<file path="config.mk">
export PLATFORM = sky130hd
export DESIGN_NAME = sao_stat_accum
export DESIGN_NICKNAME = d
export VERILOG_FILES = /design/src/rtl/sao_stat_pkg.sv /design/src/rtl/sao_stat_bin.sv /design/src/rtl/sao_stat_accum.sv
export SDC_FILE = /design/constraint.sdc
export NUM_CORES = 1
export LEC_CHECK = 0
export CAP_MARGIN = 20
export CORE_MARGIN = 1.5
export CORE_UTILIZATION = 50
export DETAILED_ROUTE_END_ITERATION = 7
export HOLD_SLACK_MARGIN = 0.03
export PLACE_DENSITY = 0.7
export SLEW_MARGIN = 40
export SYNTH_ARGS = -nofsm -noshare
export SYNTH_HDL_FRONTEND = slang
export SYNTH_SLANG_ARGS = --single-unit
</file>
<file path="constraint.sdc">
create_clock -name clk -period 3.05 [get_ports clk]
set_clock_uncertainty 0.05 [all_clocks]
set_input_delay 0.7625 -clock clk [delete_from_list [all_inputs] [get_ports clk]]
set_output_delay 0.7625 -clock clk [all_outputs]
set_load 0.1 [all_outputs]
</file>
<file path="src/rtl/sao_stat_pkg.sv">
// SAO edge-offset statistics: shared types and width helpers.
// Imported by the accumulator top and its per-category bin.
package sao_stat_pkg;

  typedef enum logic [1:0] {
    IDLE,
    ACCUM,
    DRAIN
  } state_t;

  localparam int CAT_W = 3;
  localparam logic [CAT_W-1:0] CAT_NONE = '0;
  localparam logic [CAT_W-1:0] CAT_FIRST = 3'd1;

  function automatic int sum_w(input int dcb, input int cl);
    return dcb + 1 + 2 * cl;
  endfunction

  function automatic int cnt_w(input int cl);
    return 2 * cl + 1;
  endfunction

endpackage

</file>
<file path="src/rtl/sao_stat_bin.sv">
// One EO category accumulator: signed diff sum and pixel count.
// clr restarts the bin; add_en together with clr loads one pixel.
module sao_stat_bin #(
  parameter int dw = 5,
  parameter int sw = 17,
  parameter int cw = 13
) (
  input  logic                 clk,
  input  logic                 rst_n,
  input  logic                 clr,
  input  logic                 add_en,
  input  logic signed [dw-1:0] diff,
  output logic signed [sw-1:0] sum,
  output logic [cw-1:0]        cnt
);

  logic signed [sw-1:0] diff_ext;

  assign diff_ext = {{(sw-dw){diff[dw-1]}}, diff};

  // Sum/count register; a clear can carry its own pixel.
  always_ff @(posedge clk or negedge rst_n) begin
    if (!rst_n) begin
      sum <= '0;
      cnt <= '0;
    end else if (clr) begin
      sum <= add_en ? diff_ext : '0;
      cnt <= add_en ? cw'(1) : '0;
    end else if (add_en) begin
      sum <= sum + diff_ext;
      cnt <= cnt + cw'(1);
    end
  end

endmodule

</file>
<file path="src/rtl/sao_stat_accum.sv">
// SAO EO statistic accumulator: bins diffs per category over a CTB,
// then drains one beat per category. SAO_STAT_PIXCNT_EN adds out_total.
module sao_stat_accum
  import sao_stat_pkg::*;
#(
  parameter int diff_clip_bit = 4,
  parameter int ctb_log2      = 6,
  parameter int num_cat       = 4
) (
  input  logic                     clk,
  input  logic                     rst_n,
  input  logic                     in_valid,
  output logic                     in_ready,
  input  logic                     in_first,
  input  logic                     in_last,
  input  logic [CAT_W-1:0]         in_cat,
  input  logic signed [diff_clip_bit:0] in_diff,
  output logic                     out_valid,
  input  logic                     out_ready,
  output logic [CAT_W-1:0]         out_cat,
  output logic signed [sum_w(diff_clip_bit, ctb_log2)-1:0] out_sum,
  output logic [cnt_w(ctb_log2)-1:0] out_cnt
`ifdef SAO_STAT_PIXCNT_EN
  ,
  output logic [cnt_w(ctb_log2)-1:0] out_total
`endif
);

  localparam int DW = diff_clip_bit + 1;
  localparam int SW = sum_w(diff_clip_bit, ctb_log2);
  localparam int CW = cnt_w(ctb_log2);

  state_t state, state_nxt;

  logic xfer;
  logic accept;
  logic clr;
  logic beat;
  logic beat_end;
  logic [num_cat-1:0] hit;

  logic signed [SW-1:0] diff_ext;
  logic signed [SW-1:0] bin_sum [num_cat];
  logic [CW-1:0]        bin_cnt [num_cat];

  logic signed [SW-1:0] sel_sum;
  logic [CW-1:0]        sel_cnt;
  logic signed [SW-1:0] first_sum;
  logic [CW-1:0]        first_cnt;

  assign in_ready  = (state != DRAIN);
  assign out_valid = (state == DRAIN);
  assign xfer      = in_valid && in_ready;
  assign accept    = xfer && (in_first || state == ACCUM);
  assign clr       = accept && in_first;
  assign beat      = out_valid && out_ready;
  assign beat_end  = beat && (out_cat == CAT_W'(num_cat));
  assign diff_ext  = {{(SW-DW){in_diff[DW-1]}}, in_diff};

  for (genvar g = 0; g < num_cat; g++) begin : g_bin
    assign hit[g] = accept && (in_cat == CAT_W'(g + 1));

    sao_stat_bin #(
      .dw (DW),
      .sw (SW),
      .cw (CW)
    ) u_bin (
      .clk    (clk),
      .rst_n  (rst_n),
      .clr    (clr),
      .add_en (hit[g]),
      .diff   (in_diff),
      .sum    (bin_sum[g]),
      .cnt    (bin_cnt[g])
    );
  end

  // State register.
  always_ff @(posedge clk or negedge rst_n) begin
    if (!rst_n) state <= IDLE;
    else        state <= state_nxt;
  end

  // Next-state decode.
  always_comb begin
    state_nxt = state;
    case (state)
      IDLE: begin
        if (accept) state_nxt = in_last ? DRAIN : ACCUM;
      end
      ACCUM: begin
        if (accept && in_last) state_nxt = DRAIN;
      end
      DRAIN: begin
        if (beat_end) state_nxt = IDLE;
      end
      default: state_nxt = IDLE;
    endcase
  end

  // Bin feeding the next drain beat (out_cat is 0-based index there).
  always_comb begin
    sel_sum = '0;
    sel_cnt = '0;
    for (int i = 0; i < num_cat; i++) begin
      if (out_cat == CAT_W'(i)) begin
        sel_sum = bin_sum[i];
        sel_cnt = bin_cnt[i];
      end
    end
  end

  // Value bin 1 takes on this edge, so beat 1 is ready one cycle later.
  always_comb begin
    first_sum = clr ? '0 : bin_sum[0];
    first_cnt = clr ? '0 : bin_cnt[0];
    if (hit[0]) begin
      first_sum = first_sum + diff_ext;
      first_cnt = first_cnt + CW'(1);
    end
  end

  // Registered drain beat: load on last pixel, advance per handshake.
  always_ff @(posedge clk or negedge rst_n) begin
    if (!rst_n) begin
      out_cat <= CAT_NONE;
      out_sum <= '0;
      out_cnt <= '0;
    end else if (accept && in_last) begin
      out_cat <= CAT_FIRST;
      out_sum <= first_sum;
      out_cnt <= first_cnt;
    end else if (beat_end) begin
      out_cat <= CAT_NONE;
      out_sum <= '0;
      out_cnt <= '0;
    end else if (beat) begin
      out_cat <= out_cat + CAT_W'(1);
      out_sum <= sel_sum;
      out_cnt <= sel_cnt;
    end
  end

`ifdef SAO_STAT_PIXCNT_EN
  logic [CW-1:0] tot;

  // Accepted transfers of the current CTB, any category.
  always_ff @(posedge clk or negedge rst_n) begin
    if (!rst_n)      tot <= '0;
    else if (clr)    tot <= CW'(1);
    else if (accept) tot <= tot + CW'(1);
  end

  assign out_total = tot;
`endif

endmodule
</file>
After elaboration in Yosys (flattened, before gate mapping)
Cells that the tools add are included.

cells by class
  add/subtract/negate cells = 11
  $mul = 0
  divide/modulo/power cells = 0
  $lt $le $gt $ge = 0
  equality and inequality tests = 14
  shift operators = 0
  mux-type cells = 50
  bitwise operators = 0
  reductions and logical operators = 19

operators by type and width
  cell                     count
  $mux W17                 21
  $mux W13                 17
  $add A17 B5 Y17          5
  $add A13 B1 Y13 const B  5
  $eq A3 B2 Y1 const B     4
  $logic_and A1 B1 Y1      10
  $mux W3                  3
  $mux W2                  4
  $reduce_bool A2 Y1       4
  $eq A3 B1 Y1 const B     2
  $eq A3 B3 Y1 const B     2
  $pmux W2 S3              1
  $mux W1                  4
  $ne A2 B1 Y1 const B     2
  $ne A2 B2 Y1 const B     2
  $add A3 B1 Y3 const B    1
  $logic_not A3 Y1         1
  $reduce_and A3 Y1        1
  $reduce_bool A3 Y1       1
  $eq A2 B1 Y1 const B     1
  $eq A2 B2 Y1 const B     1
  $logic_not A2 Y1         1
  $logic_or A1 B1 Y1       1

word-level totals
  bits in registers = 155
  latch bits = 0
  bits in writable memories = 0
  ROM bits = 0
  input bits = 14
  word-level logic and storage cells = 106
  memories = 0

Longest topological paths before layout
  word-level depth = 8
  gate-level depth with buffers = 16

Hierarchy
Synthesis repeated with hierarchy kept, for this count alone.

second synthesis, totals
  cell total of the unflattened synthesis = 1,409
  area total of the unflattened synthesis = 12,423.2 sq um

modules (own cells, without submodules)
  module                             times used  cells an instance  area each (sq um)  sequential area each (sq um)
  sao_stat_bin (g_bin[1].u_bin ...)  3           221                2,054.5            750.7
  sao_stat_accum                     1           523                4,093.9            875.8
  sao_stat_bin (g_bin[0].u_bin)      1           223                2,165.8            750.7

Least setup slack after synthesis
Ideal clock, no wire load.

  path type = input to register
  start point = in in_valid
  end point = reg out_sum[15]
  library setup time = 131 ps
  arrival = 3,471 ps
  required time = 2,869 ps
  slack = -603 ps
  cell stages on the path = 15
  cell sequence = clkbuf_1 -> nand3_1 -> clkbuf_1 -> clkbuf_1 -> clkbuf_1 -> and2_1 -> ha_1 -> inv_1 -> o31ai_1 -> nand4_1 -> a31oi_1 -> a221oi_1 -> o21bai_1 -> mux2i_1 -> nand2_1

between the ends
  word-level cells in the longest chain between the ends = 7

ends and longest elaborated chain
  what                     RTL line               RTL
  start: declaration       sao_stat_accum.sv:12   input logic in_valid,
  $logic_and A1 B1 Y1 (*)  sao_stat_accum.sv:53   assign xfer = in_valid && in_ready;
  $logic_and A1 B1 Y1 (*)  sao_stat_accum.sv:54   assign accept = xfer && (in_first || state == ACCUM);
  $logic_and A1 B1 Y1      sao_stat_accum.sv:55   assign clr = accept && in_first;
  $mux W17                 sao_stat_accum.sv:115  first_sum = clr ? '0 : bin_sum[0];
  $add A17 B5 Y17          sao_stat_accum.sv:118  first_sum = first_sum + diff_ext;
  $mux W17                 sao_stat_accum.sv:117  if (hit[0]) begin
  $mux W17                 sao_stat_accum.sv:129  end else if (accept && in_last) begin
  end signal: assignment   sao_stat_accum.sv:131  out_sum <= first_sum;
  end signal: assignment   sao_stat_accum.sv:139  out_sum <= sel_sum;
  end: declaration         sao_stat_accum.sv:21   output logic signed [sum_w(diff_clip_bit, ctb_log2)-1:0] out_sum,

Mark *: on every way between the ends. The rest lies on a longest branch, timed or not.
A chain may end at the register's enable or synchronous reset.

Final worst setup path
  start point = in in_diff[2]
  end point = reg out_sum[15]

between the ends
  word-level cells in the longest chain between the ends = 3

ends and longest elaborated chain
  what                RTL line               RTL
  start: declaration  sao_stat_accum.sv:17   input logic signed [diff_clip_bit:0] in_diff,
  $add A17 B5 Y17     sao_stat_accum.sv:118
  $mux W17            sao_stat_accum.sv:117
  $mux W17            sao_stat_accum.sv:129

Every way passes these cells.

==> impl_metrics.sql <==
INSERT INTO impl_metrics (metric_group, metric, value, unit) VALUES
('drt', 'post-route-drc-count', '0', ''),
('synth', 'synth-simple-area-share', '20.1', '%'),
('synth', 'synthDistinctLibCells', '74', ''),
('synth', 'ys_dominant_reg_cell', 'sky130_fd_sc_hd__dfrtp_1', ''),
('drt', 'wl_per_cell', '19.5', 'um'),
('clock_network', 'clock_latency', '440', 'ps'),
('critical_path', 'critical_path_cell_with_the_highest_stage_delay', 'sky130_fd_sc_hd__clkdlybuf4s50_1', ''),
('synth', 'dominant_combinational_cell_family_by_area_after_synthesis', 'compound AO/OA/AOI/OAI gates', ''),
('floorplanning', 'dieArea', '24200', 'um2'),
('timing', 'rsz0062_at_grt', 'yes', ''),
('timing', 'final_min_period_over_clock_period', '97.5', '%'),
('final_layout', 'layout.cell_area.non_filler', '14600', 'um2'),
('placed_design', 'dp_hpwl', '27800', 'um'),
('final_layout', 'fin_nets', '1717', ''),
('synth', 'netlist_top_cells_area', 'sky130_fd_sc_hd__dfrtp_1 (33%), sky130_fd_sc_hd__ha_1 (9.7%), sky130_fd_sc_hd__a21oi_1 (6.6%)', ''),
('drt', 'drt-total-wl', '37100', 'um'),
('final_layout', 'final_cell_count_no_fill', '1906', ''),
('placed_design', 'dp_worst_setup_slack', '-647', 'ps'),
('clock_network', 'cts-hold-fix-buffers', '0', ''),
('critical_path', 'cp_buf_inv_count', '4', ''),
('critical_path', 'timing.critical_path.required', '3310', 'ps'),
('synth', 'number_of_warnings_printed_during_yosys_synthesis', '0', ''),
('timing', 'report.final.slew_viol_count', '0', ''),
('pwr', 'power_per_cell_area', '1020', 'nW/um2'),
('drt', 'routed-via-count', '11600', ''),
('synth', 'synth_cells', '1397', ''),
('clock_network', 'cts_tree', 'built', ''),
('synth', 'ys_seq_elements', '155', ''),
('timing', 'worst_path_setup_slack_after_routing', '75.2', 'ps'),
('min_path', 'hold_path.class', 'in -> async', ''),
('clock_network', 'cts_sinks', '155', ''),
('synth', 'synth_area', '11600', 'um2'),
('grt', 'vias_in_the_first_global_route', '11100', ''),
('clock_network', 'cts_root_buf', 'sky130_fd_sc_hd__clkbuf_16', ''),
('synth', 'synth-async-reset-ratio', '100', '%'),
('critical_path', 'start_kind', 'primary input', ''),
('pwr', 'p_leak', '6.82', 'nW'),
('synth', 'parity_gate_share_of_the_synthesized_area_counting_xor_and_xnor_cells', '8.13', '%'),
('synth', 'yosysMostFrequentCell', 'sky130_fd_sc_hd__dfrtp_1', ''),
('critical_path', 'path_max_fanout', '4', ''),
('clock_network', 'htree_num_levels', '4', ''),
('critical_path', 'cp_cell_sequence', 'clkdlybuf4s50_1 > buf_4 > buf_4 > ha_1 > a211oi_2 > buf_4 > o31ai_4 > nand4_1 > a31oi_2 > a221oi_2 > o21bai_1 > mux2i_1 > nand2_1', ''),
('outcome', 'status', 'completed', ''),
('final_layout', 'diodes', '0', ''),
('critical_path', 'cp_data_arrival_time', '3240', 'ps'),
('critical_path', 'regToRegEndpoint', 'out_sum[15]', ''),
('grt', 'grt_pass1_wl', '58700', 'um'),
('clock_network', 'clkSlewWorstSetupHoldPaths', '70', 'ps'),
('final_layout', 'fraction_of_layout_instances_using_a_drive_strength_above_1', '20.4', '%'),
('final_layout', 'post_layout_utilization_of_the_core', '64.3', '%'),
('floorplanning', 'core_area', '22700', 'um2'),
('grt', 'antenna_found_initial', '0', ''),
('synth', 'synth-compound-area-share', '24.1', '%'),
('floorplanning', 'start_util', '51.2', '%'),
('placed_design', 'dpl.cell_count', '1868', ''),
('timing', 'layout_min_cycle_time', '2970', 'ps'),
('pwr', 'power_report.internal_total', '0.00759', 'W'),
('clock_network', 'ctsLongestPathBuffers', '2', ''),
('pwr', 'power.sequential.fraction', '23.0', '%'),
('timing', 'finalHoldViolCount', '0', ''),
('drt', 'detail_route.first_pass.iterations', '7', ''),
('timing', 'maxClockFrequency', '0.336', 'GHz'),
('final_layout', 'flow.area_growth_from_synthesis', '25.6', '%'),
('pwr', 'p_comb_share', '62.2', '%'),
('placed_design', 'placed_area', '13800', 'um2'),
('critical_path', 'crit_path_frequent_cell', 'sky130_fd_sc_hd__buf_4', ''),
('drt', 'detailedRoute.firstIterationViolations', '918', ''),
('grt', 'grt_overflow', '0', ''),
('critical_path', 'timing.reg2reg.setup_slack', '150', 'ps'),
('pwr', 'switching_power', '0.00737', 'W'),
('critical_path', 'worstReg2RegStart', 'state[0]', '');
==> worst register-to-register path: stages, from the launching register on <==
cell and delay [ps]:
sky130_fd_sc_hd__dfrtp_1 360, sky130_fd_sc_hd__nand2b_4 180, sky130_fd_sc_hd__nand3_4 120, sky130_fd_sc_hd__buf_4 170
sky130_fd_sc_hd__and2_1 170, sky130_fd_sc_hd__ha_1 320, sky130_fd_sc_hd__o21ai_1 130, sky130_fd_sc_hd__o31ai_4 300
sky130_fd_sc_hd__nand4_1 170, sky130_fd_sc_hd__a31oi_2 250, sky130_fd_sc_hd__a221oi_2 100, sky130_fd_sc_hd__o21bai_1 180
sky130_fd_sc_hd__mux2i_1 220, sky130_fd_sc_hd__nand2_1 60
==> cells by family (layout without fill, tap and decap cells) <==
group                    after synthesis  count (layout)
AO/OA/AOI/OAI                        444             444
XOR/XNOR                             108             108
adder cells (fa/ha/maj)               95              95
buffers and inverters                 96             320
flip-flops                           155             155
multiplexers                           7               7
AND/OR/NAND/NOR                      492             492
==> state kept, by name (all words and copies together) (netlist names) <==
signal           cells
state                2
out_cat              3
out_cnt             13
g_bin.u_bin.cnt     52
out_sum             17
g_bin.u_bin.sum     68
==> power groups by stage <==
stage | Combinational, W | Sequential, W | Clock, W
final | 0.00930 | 0.00344 | 0.00222
after global routing | 0.0101 | 0.00350 | 0.00231
after CTS | 0.00916 | 0.00342 | 0.00223
after detailed placement | 0.00904 | 0.00345 | 0
after global placement | 0.00889 | 0.00344 | 0
after floorplan | 0.00512 | 0.00438 | 0
==> layout make-up <==
class	count	area, um2	area share, %
Inverter	32	120	0.822
Sequential cell	155	3880	26.6
Clock inverter	13	153	1.05
Multi-Input combinational cell	1146	7590	52.0
Timing Repair Buffer	256	2050	14.1
Tap cell	285	357	2.44
Clock buffer	19	453	3.10
==> timing repair <==
action | 4_1_cts | 5_1_grt
setup endpoints to repair | 15 | 23
pin swaps | 5 | 7
buffers inserted | 6 | 0
gates resized for setup | 14 | 19
==> routing by layer <==
| layer | share of wire [%] | GRT usage [%] |
|---|---|---|
| met4 | 5.3 | 16.5 |
| met2 | 47 | 52.7 |
| met5 | 0 | 0 |
| met1 | 42 | 39.0 |
| met3 | 5.6 | 3.98 |
==> placed cells by master (no fill, tap or decap), types with 26 or more instances in the layout <==
master / instances
sky130_fd_sc_hd__o21ai_0: 98
sky130_fd_sc_hd__buf_4: 233
sky130_fd_sc_hd__nor2_1: 153
sky130_fd_sc_hd__a21o_1: 34
sky130_fd_sc_hd__nand3_1: 26
sky130_fd_sc_hd__a222oi_1: 29
sky130_fd_sc_hd__inv_1: 30
sky130_fd_sc_hd__a21oi_1: 148
sky130_fd_sc_hd__xor2_1: 55
sky130_fd_sc_hd__nor3_1: 41
sky130_fd_sc_hd__dfrtp_1: 155
sky130_fd_sc_hd__ha_1: 86
sky130_fd_sc_hd__nand2_1: 141
sky130_fd_sc_hd__xnor2_1: 53
==> worst max-delay path by stage <==
stage                                   to  slack, ps  cells past startpoint
floorplan                      out_sum[16]       -200                     14
global placement               out_sum[16]       -600                     13
detailed placement             out_sum[13]       -650                     14
CTS                 g_bin[3].u_bin.sum[15]         10                     11
global route                   out_sum[15]        -60                     13
finish                         out_sum[15]         80                     13
==> through the flow <==
step | total power, W | hold slack (ps)
floorplan | 0.00951 | 400
CTS | 0.0148 | 316
detailed placement | 0.0125 | 422
global route | 0.0159 | 346
finish | 0.0150 | 297
global placement | 0.0123 | 418
Power figures use the tool's default switching activity.
